--- src/rtl/div_unit.sv ---
// div_unit: iterative 32-bit DIV/DIVU for the EXE stage (radix-2 restoring).
// Ports: clk, rst (async, active-low), start/sign/dividend/divisor/flush
// in; busy (stall), done (1-cycle pulse), quotient (LO), remainder (HI) out.
// Build option: DIV_FAST_ZERO_EN skips RUN when the divisor is zero.
module div_unit #(
  parameter int DIV_WIDTH = 32
) (
  input  logic                 clk,
  input  logic                 rst,
  input  logic                 start,
  input  logic                 sign,
  input  logic [DIV_WIDTH-1:0] dividend,
  input  logic [DIV_WIDTH-1:0] divisor,
  input  logic                 flush,
  output logic                 busy,
  output logic                 done,
  output logic [DIV_WIDTH-1:0] quotient,
  output logic [DIV_WIDTH-1:0] remainder
);

  localparam int W  = DIV_WIDTH;
  localparam int CW = $clog2(W);
  localparam logic [CW-1:0] LAST = CW'(W - 1);

  typedef enum logic [1:0] {
    IDLE,
    RUN,
    FINISH
  } state_t;

  state_t state;
  state_t state_nxt;

  logic [CW-1:0] cnt;
  logic [W-1:0]  a_raw;
  logic [W-1:0]  b_mag;
  logic [W-1:0]  rem;
  logic [W-1:0]  quo;
  logic          neg_q;
  logic          neg_r;
  logic          div_zero;

  logic          accept;
  logic          zero_in;
  logic          ld_run;
  logic          ld_fast;
  logic [W-1:0]  a_abs;
  logic [W-1:0]  b_abs;
  logic [W:0]    shifted;
  logic [W:0]    diff;
  logic          ge;
  logic [W-1:0]  rem_nxt;
  logic [W-1:0]  quo_nxt;
  logic [W-1:0]  q_res;
  logic [W-1:0]  r_res;

  assign accept  = (state == IDLE) && start && !flush;
  assign zero_in = (divisor == '0);

  assign a_abs = (sign && dividend[W-1]) ? -dividend : dividend;
  assign b_abs = (sign && divisor[W-1])  ? -divisor  : divisor;

  // quo starts as the dividend magnitude and is shifted out MSB-first
  // into the partial remainder while quotient bits shift in at the LSB.
  // The partial remainder stays below b_mag, so diff[W] is a clean borrow.
  assign shifted = {rem, quo[W-1]};
  assign diff    = shifted - {1'b0, b_mag};
  assign ge      = !diff[W];
  assign rem_nxt = ge ? diff[W-1:0] : shifted[W-1:0];
  assign quo_nxt = {quo[W-2:0], ge};

  always_comb begin
    q_res = neg_q ? -quo_nxt : quo_nxt;
    r_res = neg_r ? -rem_nxt : rem_nxt;
    if (div_zero) begin
      q_res = '1;
      r_res = a_raw;
    end
  end

  assign ld_run = (state == RUN) && !flush && (cnt == LAST);

`ifdef DIV_FAST_ZERO_EN
  assign ld_fast = accept && zero_in;
`else
  assign ld_fast = 1'b0;
`endif

  always_ff @(posedge clk or negedge rst) begin
    if (!rst) begin
      state <= IDLE;
    end else begin
      state <= state_nxt;
    end
  end

  always_comb begin
    state_nxt = state;
    busy      = 1'b0;
    done      = 1'b0;
    unique case (state)
      IDLE: begin
        busy = start && !flush;
        if (start && !flush) begin
          state_nxt = ld_fast ? FINISH : RUN;
        end
      end
      RUN: begin
        busy = 1'b1;
        if (flush) begin
          state_nxt = IDLE;
        end else if (cnt == LAST) begin
          state_nxt = FINISH;
        end
      end
      FINISH: begin
        done      = !flush;
        state_nxt = IDLE;
      end
      default: begin
        state_nxt = IDLE;
      end
    endcase
  end

  always_ff @(posedge clk or negedge rst) begin
    if (!rst) begin
      cnt      <= '0;
      a_raw    <= '0;
      b_mag    <= '0;
      rem      <= '0;
      quo      <= '0;
      neg_q    <= 1'b0;
      neg_r    <= 1'b0;
      div_zero <= 1'b0;
    end else if (accept) begin
      cnt      <= '0;
      a_raw    <= dividend;
      b_mag    <= b_abs;
      rem      <= '0;
      quo      <= a_abs;
      neg_q    <= sign && (dividend[W-1] ^ divisor[W-1]);
      neg_r    <= sign && dividend[W-1];
      div_zero <= zero_in;
    end else if (state == RUN && !flush) begin
      cnt <= cnt + 1'b1;
      rem <= rem_nxt;
      quo <= quo_nxt;
    end
  end

  always_ff @(posedge clk or negedge rst) begin
    if (!rst) begin
      quotient  <= '0;
      remainder <= '0;
    end else if (ld_fast) begin
      quotient  <= '1;
      remainder <= dividend;
    end else if (ld_run) begin
      quotient  <= q_res;
      remainder <= r_res;
    end
  end

endmodule

--- config.mk ---
export PLATFORM = sky130hd
export DESIGN_NAME = div_unit
export DESIGN_NICKNAME = d
export VERILOG_FILES = /design/src/rtl/div_unit.sv
export SDC_FILE = /design/constraint.sdc
export NUM_CORES = 1
export LEC_CHECK = 0
export ABC_CLOCK_PERIOD_IN_PS = 6640
export CORE_MARGIN = 3
export CORE_UTILIZATION = 39
export CTS_CLUSTER_SIZE = 28
export DETAILED_ROUTE_END_ITERATION = 8
export PLACE_DENSITY = 0.67
export SYNTH_ARGS = -nofsm -noshare
export SYNTH_HDL_FRONTEND = slang
export SYNTH_SLANG_ARGS = --single-unit
export TNS_END_PERCENT = 5
--- constraint.sdc ---
create_clock -name clk -period 6.64 [get_ports clk]
set_input_delay 1.328 -clock clk [delete_from_list [all_inputs] [get_ports clk]]
set_output_delay 1.328 -clock clk [all_outputs]
set_load 0.02 [all_outputs]
==> flow_metrics.py, run 1 <==
metrics = {
    "floorplan": {
        "dieArea_sq_um": 37080,
        "io_pins": 135,
        "core_sq_um": 33950,
        "fp.dieW_um": 192.6,
        "die_h_um": 192.6,
        "initial_utilization": 0.3998,
        "rows": 67,
    },
    "clock_network": {
        "cts_resized": 0,
        "cts_setup_buffers": 0,
        "clkSlewWorstSetupHoldPaths_ps": 60,
        "clk_latency_ps": 540,
        "cts-root-buf": "clkbuf_16",
        "cts_tree": "built",
        "numCtsBuffers": 24,
        "cts-htree-levels": 1,
        "hold_buffers": 0,
        "cts_max_path_buffers": 3,
        "numClockSinks": 202,
    },
    "job": {
        "drv_cap": 0,
    },
    "synth": {
        "synth-seq-area-share": 0.3724,
        "synth-async-reset-ratio": 1.000,
        "netlist_instances": 1675,
        "synth.net_count": 1783,
        "synthDistinctLibCells": 83,
        "synth_area_sq_um": 13570,
        "ys_ff_latch": 202,
        "ys.flop_type": "dfrtp_1",
        "synth_edf_count": 0,
        "yosys_warnings": 0,
        "post_synth.cell_area_avg_sq_um": 8.103,
    },
    "worst_setup_path": {
        "worstSetupStartpointType": "flip-flop",
        "critPathSlowestCell": "nor2_8",
        "cp_max_fo": 35,
        "cpPeakStageDelay_ps": 550,
        "path_class": "flip-flop to flip-flop",
        "cp_data_arrival_time_ps": 5780,
        "end_kind": "flip-flop",
        "required_ps": 7090,
        "timing.rr.start": "quo[31]",
        "crit_start": "quo[31]",
        "crit_chain": "inv_1 -> ha_1 -> inv_1 -> fa_1 -> a211oi_2 -> o211ai_2 -> nand2_1 -> a211oi_2 -> o21a_4 -> nor2_8 -> inv_4 -> a21oi_1 -> ha_1 -> nand2_1 -> nor4_1 -> and3_1 -> a41oi_1 -> o41ai_1 -> xor2_1 -> mux2i_1 -> o21ai_1",
    },
    "timing": {
        "max_freq_mhz": 187.6,
        "slew_headroom": 0.1999,
        "skew_ps": 15.82,
        "setup-tns-final_ps": 0,
        "rsz0062_at_grt": "false",
        "hold_viol": 0,
        "timing.final.ws_setup_ps": 1310,
        "period_share": 0.8027,
        "period_needed_ps": 5330,
        "finalMaxSlewViolations": 0,
        "worstMarginPinSlew_ps": 1189,
        "setup_viol_count_final": 0,
    },
    "drt": {
        "drt_iter0_markers": 1083,
        "ant_nets": 0,
        "wl_per_cell_um": 18.51,
        "vias_per_cell": 5.681,
        "drt_pre_antenna_iters": 5,
        "drcViolationCount": 0,
        "wl_um": 41000,
        "dr_total_vias": 12580,
    },
    "hold_path": {
        "holdCritStartpoint": "a_raw[30]",
        "hp-class": "flip-flop to flip-flop",
    },
    "outcome": {
        "outcome": "completed",
    },
    "grt": {
        "first_global_vias": 12130,
        "globalRouteOverflowTotal": 0,
        "antenna_found_initial": 1,
        "grt_pass1_wl_um": 64940,
        "track_usage": 0.2174,
        "grt_max_degree": 157,
    },
    "finish": {
        "layout_common_cells": "nand2_1, dfrtp_1, o21ai_0, nor2_1, clkdlybuf4s50_1",
        "fillCellCount": 3315,
        "diodes": 0,
        "syn2layout_area_growth_pct": 17.90,
        "nets": 1859,
        "drive_above_1_share": 0.04980,
        "layout_commonest_cell": "nand2_1",
    },
    "pwr": {
        "peakVddDrop_v": 0.0002841,
        "p_per_area_nw_per_um2": 401.3,
        "cellLeakagePower_nw": 6.893,
    },
    "placed_design": {
        "globalplace.congestion": 0.9053,
        "portBuffers": 134,
        "dp_slack_ps": 1467,
        "place_hpwl_um": 30070,
    },
}
[registers in the layout, indices dropped and copies added (netlist names)]
signal	flops
rem	32
neg_q	1
quotient	32
state	2
neg_r	1
remainder	32
quo	32
cnt	5
a_raw	32
b_mag	32
div_zero	1
[report_power, final]
group | switching [W] | leakage, nW | internal (W) | total, W
Sequential | 0.000224 | 2.63 | 0.00141 | 0.00164
Clock | 0.000540 | 0.384 | 0.000780 | 0.00132
Combinational | 0.00216 | 3.88 | 0.00130 | 0.00347
[cells by family after synthesis]
logic type | after synthesis | share of synthesized area
buffers and inverters | 156 | 0.04508
muxes | 37 | 0.02784
AOI/OAI and AO/OA | 477 | 0.2190
and+or+nand+nor | 625 | 0.2094
xor gates and xnor gates | 139 | 0.08969
adders and majority gates | 39 | 0.03650
DFF | 202 | 0.3724
[path summary, 6_finish.rpt]
check                           cells after the start  slack, ps            end
worst max-delay path                               21       1310  remainder[24]
worst min-delay path                                2        470      a_raw[30]
worst max register to register                     21       1310  remainder[24]
worst min register to register                      2        470      a_raw[30]
max in group asynchronous                           2       4430    quotient[0]
min in group asynchronous                           1        820       b_mag[3]
[metrics by stage]
step / hold slack (ps) / total power [W] / area (sq um) / instances / util
2_1_floorplan: 437.9 / 0.004150 / 13570 / 1675 / -
3_3_place_gp: 459.1 / 0.005024 / 15210 / 2173 / 0.4481
3_5_place_dp: 460.1 / 0.005054 / 15210 / 2173 / 0.4481
4_1_cts: 475.2 / 0.006408 / 16000 / 2215 / 0.4713
5_1_grt: 504.0 / 0.006863 / 16000 / 2215 / 0.4713
6_report: 473.8 / 0.006422 / 16000 / 2215 / 0.4713
[critical path: cells and delay by family, from the launching register on]
kind / cells / cell delay, ps
xor gates and xnor gates: 1 / 170
buffers and inverters: 3 / 240
adders and majority gates: 3 / 830
AOI/OAI and AO/OA: 8 / 2150
muxes: 1 / 90
and+or+nand+nor: 5 / 1370
DFF: 1 / 380
[area by class of cell]
type / count / area, sq um / area share
multi-input combinational: 1317 / 7920 / 0.4949
sequential: 202 / 5055 / 0.3159
timing repair buffer: 147 / 1455 / 0.09093
clock buffer: 35 / 711.9 / 0.04449
tap: 448 / 560.5 / 0.03503
inverter: 59 / 224.0 / 0.01400
clock inverter: 7 / 76.32 / 0.004769
[layer usage]
metal,vias to the layer above,global-route usage,wire (um)
li1,6054,-,-
met1,6114,0.2996,18240
met2,336,0.3587,19450
met3,77,0.03052,2258
met4,2,0.05884,1038
met5,-,0,7
[Yosys cell counts, types with 14 or more instances]
| library cell | instances | share of area |
|---|---|---|
| nor3_1 | 32 | 0.012 |
| nor4_1 | 18 | 0.0083 |
| o21a_1 | 14 | 0.0077 |
| or3_1 | 20 | 0.0092 |
| o21ai_0 | 149 | 0.055 |
| clkbuf_1 | 76 | 0.021 |
| mux2i_1 | 31 | 0.023 |
| a31oi_1 | 43 | 0.020 |
| xnor2_1 | 76 | 0.049 |
| nand2_1 | 297 | 0.082 |
| nor2_1 | 147 | 0.041 |
| nand3_1 | 20 | 0.0074 |
| ha_1 | 38 | 0.035 |
| inv_1 | 57 | 0.016 |
| o31ai_1 | 23 | 0.013 |
| xor2_1 | 63 | 0.041 |
| dfrtp_1 | 202 | 0.37 |
| a21oi_1 | 124 | 0.046 |
Note: power is estimated with default switching activity, not from simulation.
==> run 2: changes to the inputs <==
--- a/config.mk
+++ b/config.mk
@@ -5,7 +5,7 @@
 export SDC_FILE = /design/constraint.sdc
 export NUM_CORES = 1
 export LEC_CHECK = 0
-export ABC_CLOCK_PERIOD_IN_PS = 6640
+export ABC_CLOCK_PERIOD_IN_PS = 5500
 export CORE_MARGIN = 3
 export CORE_UTILIZATION = 39
 export CTS_CLUSTER_SIZE = 28
==> constraint.sdc (replaced) <==
create_clock -name clk -period 5.5 [get_ports clk]
set_input_delay 1.1 -clock clk [delete_from_list [all_inputs] [get_ports clk]]
set_output_delay 1.1 -clock clk [all_outputs]
set_load 0.02 [all_outputs]
==> run 2 against run 1 <==
Largest power group unchanged. Critical path depth is the same. Count of clock-buffer cells in the layout decreased by 6. Non-clock buffer count is 4 higher. Worst setup slack got worse by 710 ps. Clock skew down 0.59 ps.
==> flow_metrics.py, run 2 (synthesized netlist as in run 1, its figures left out) <==
metrics = {
    "outcome": {
        "outcome": "completed",
    },
    "clock_network": {
        "cts_setup_buffers": 0,
        "numCtsBuffers": 24,
        "cts_resized": 0,
        "cts_max_path_buffers": 3,
        "cts-root-buf": "clkbuf_16",
        "numClockSinks": 202,
        "cts_tree": "built",
        "cts-htree-levels": 1,
        "clkSlewWorstSetupHoldPaths_ps": 60,
        "hold_buffers": 0,
        "clk_latency_ps": 530,
    },
    "placed_design": {
        "globalplace.congestion": 0.8644,
        "place_inst": 2177,
        "portBuffers": 134,
        "dp_slack_ps": 711.9,
        "place_hpwl_um": 30030,
    },
    "floorplan": {
        "core_sq_um": 33950,
        "fp.dieW_um": 192.6,
        "rows": 67,
        "dieArea_sq_um": 37080,
        "die_h_um": 192.6,
        "initial_utilization": 0.3998,
        "io_pins": 135,
    },
    "grt": {
        "track_usage": 0.2127,
        "grt_max_degree": 106,
        "first_global_vias": 11970,
        "antenna_found_initial": 0,
        "grt_pass1_wl_um": 63700,
        "globalRouteOverflowTotal": 0,
    },
    "pwr": {
        "p_sw_w": 0.003507,
        "p_comb_frac": 0.541,
        "cellLeakagePower_nw": 6.916,
        "seqPwrFrac": 0.255,
        "power_frac_clock": 0.204,
        "p_per_area_nw_per_um2": 482.2,
        "p_int_w": 0.004218,
        "swShare": 0.4540,
        "peakVddDrop_v": 0.0003353,
    },
    "finish": {
        "finalNonFillerCells": 2217,
        "diodes": 0,
        "layout_common_cells": "nand2_1, dfrtp_1, o21ai_0, nor2_1, clkdlybuf4s50_1",
        "nets": 1863,
        "syn2layout_area_growth_pct": 18.04,
        "layout_commonest_cell": "nand2_1",
        "drive_above_1_share": 0.05201,
    },
    "timing": {
        "worstMarginPinSlew_ps": 976.3,
        "hold_viol": 0,
        "slew_headroom": 0.3476,
        "skew_ps": 15.23,
        "rsz0062_at_grt": "false",
        "setup_viol_count_final": 0,
        "max_freq_mhz": 204.1,
        "period_needed_ps": 4899,
        "timing.final.ws_setup_ps": 601.3,
        "finalMaxSlewViolations": 0,
        "period_share": 0.8907,
        "setup-tns-final_ps": 0,
    },
    "drt": {
        "drcViolationCount": 0,
        "drt_iter0_markers": 977,
        "drt_pre_antenna_iters": 6,
        "ant_nets": 0,
        "vias_per_cell": 5.627,
        "wl_um": 40310,
        "dr_total_vias": 12480,
        "wl_per_cell_um": 18.18,
    },
    "worst_setup_path": {
        "r2r-end": "remainder[24]",
        "worstSetupStartpointType": "flip-flop",
        "path_class": "flip-flop to flip-flop",
        "end_kind": "flip-flop",
        "rr_worst_depth": 21,
        "ff2ff_setup_slack_ps": 600,
        "crit_start": "quo[31]",
        "cp_max_fo": 10,
        "required_ps": 5960,
        "cp_data_arrival_time_ps": 5350,
        "timing.rr.start": "quo[31]",
    },
    "hold_path": {
        "hold_depth": 2,
        "hp-class": "flip-flop to flip-flop",
        "holdCritStartpoint": "a_raw[22]",
        "worstHoldEndpoint": "a_raw[22]",
    },
    "job": {
        "drv_cap": 0,
    },
}
==> run 2: changes by cell type in the layout (fill, tap and decap cells not counted) <==
| cell | change |
|---|---|
| buf_4 | +4 |
| clkbuf_1 | -2 |
| clkinv_4 | +2 |
| bufinv_16 | +1 |
| clkinvlp_4 | -2 |
| clkbuf_8 | -4 |
| clkinv_2 | +2 |
| inv_6 | +1 |
==> run 2: per-layer routing <==
layer  global-route usage  share of wire
met5                    0              0
met4              0.05184          0.020
met3              0.02525          0.054
met2               0.3562           0.47
met1               0.2939           0.45
==> run 2: layout make-up <==
type / instances / area [sq um]
repair buffers: 151 / 1485
well taps: 448 / 560.5
clock inverters: 11 / 127.6
fillers: 3333 / 17930
clock buffers: 29 / 649.4
multi-input cells: 1317 / 7920
flip-flops and latches: 202 / 5055
inverters: 59 / 224.0
==> run 2: power by group through the flow <==
stage / Sequential, W / Combinational, W / Clock (W)
floorplan: 0.00189 / 0.00312 / 0
global placement: 0.00198 / 0.00408 / 0
detailed placement: 0.00199 / 0.00410 / 0
CTS: 0.00196 / 0.00412 / 0.00161
global route: 0.00200 / 0.00460 / 0.00167
finish: 0.00197 / 0.00418 / 0.00158
==> run 2: per-stage QoR <==
stage               utilization  hold slack, ps  area (sq um)  power (W)
global route             0.4719           497.8         16020   0.008266
global placement         0.4490           457.5         15240   0.006054
floorplan                     -           437.9         13570   0.005010
detailed placement       0.4490           459.7         15240   0.006084
CTS                      0.4719           474.7         16020   0.007696
finish                   0.4719           473.9         16020   0.007725
==> run 2: worst max-delay path by stage <==
stage | cells after the start | endpoint | slack, ps
3_5_place_dp | 21 | remainder[24] | 710
5_1_grt | 21 | remainder[24] | 110
4_1_cts | 21 | remainder[24] | 690
6_report | 21 | remainder[24] | 600
3_3_place_gp | 21 | remainder[24] | 830
2_1_floorplan | 22 | remainder[24] | 1050
==> run 2: critical path: stages (launching register included) <==
cell	delay, ps
dfrtp_1	390
inv_1	110
ha_1	180
inv_1	60
fa_1	410
a211oi_2	320
o211ai_2	200
nand2_1	150
a211oi_2	110
nor3_2	330
nor2_8	60
inv_4	130
mux2i_1	300
ha_1	260
nand2_1	60
nor4_1	260
and3_1	270
a41oi_1	350
o41ai_1	490
xor2_1	180
mux2i_1	90
o21ai_1	120
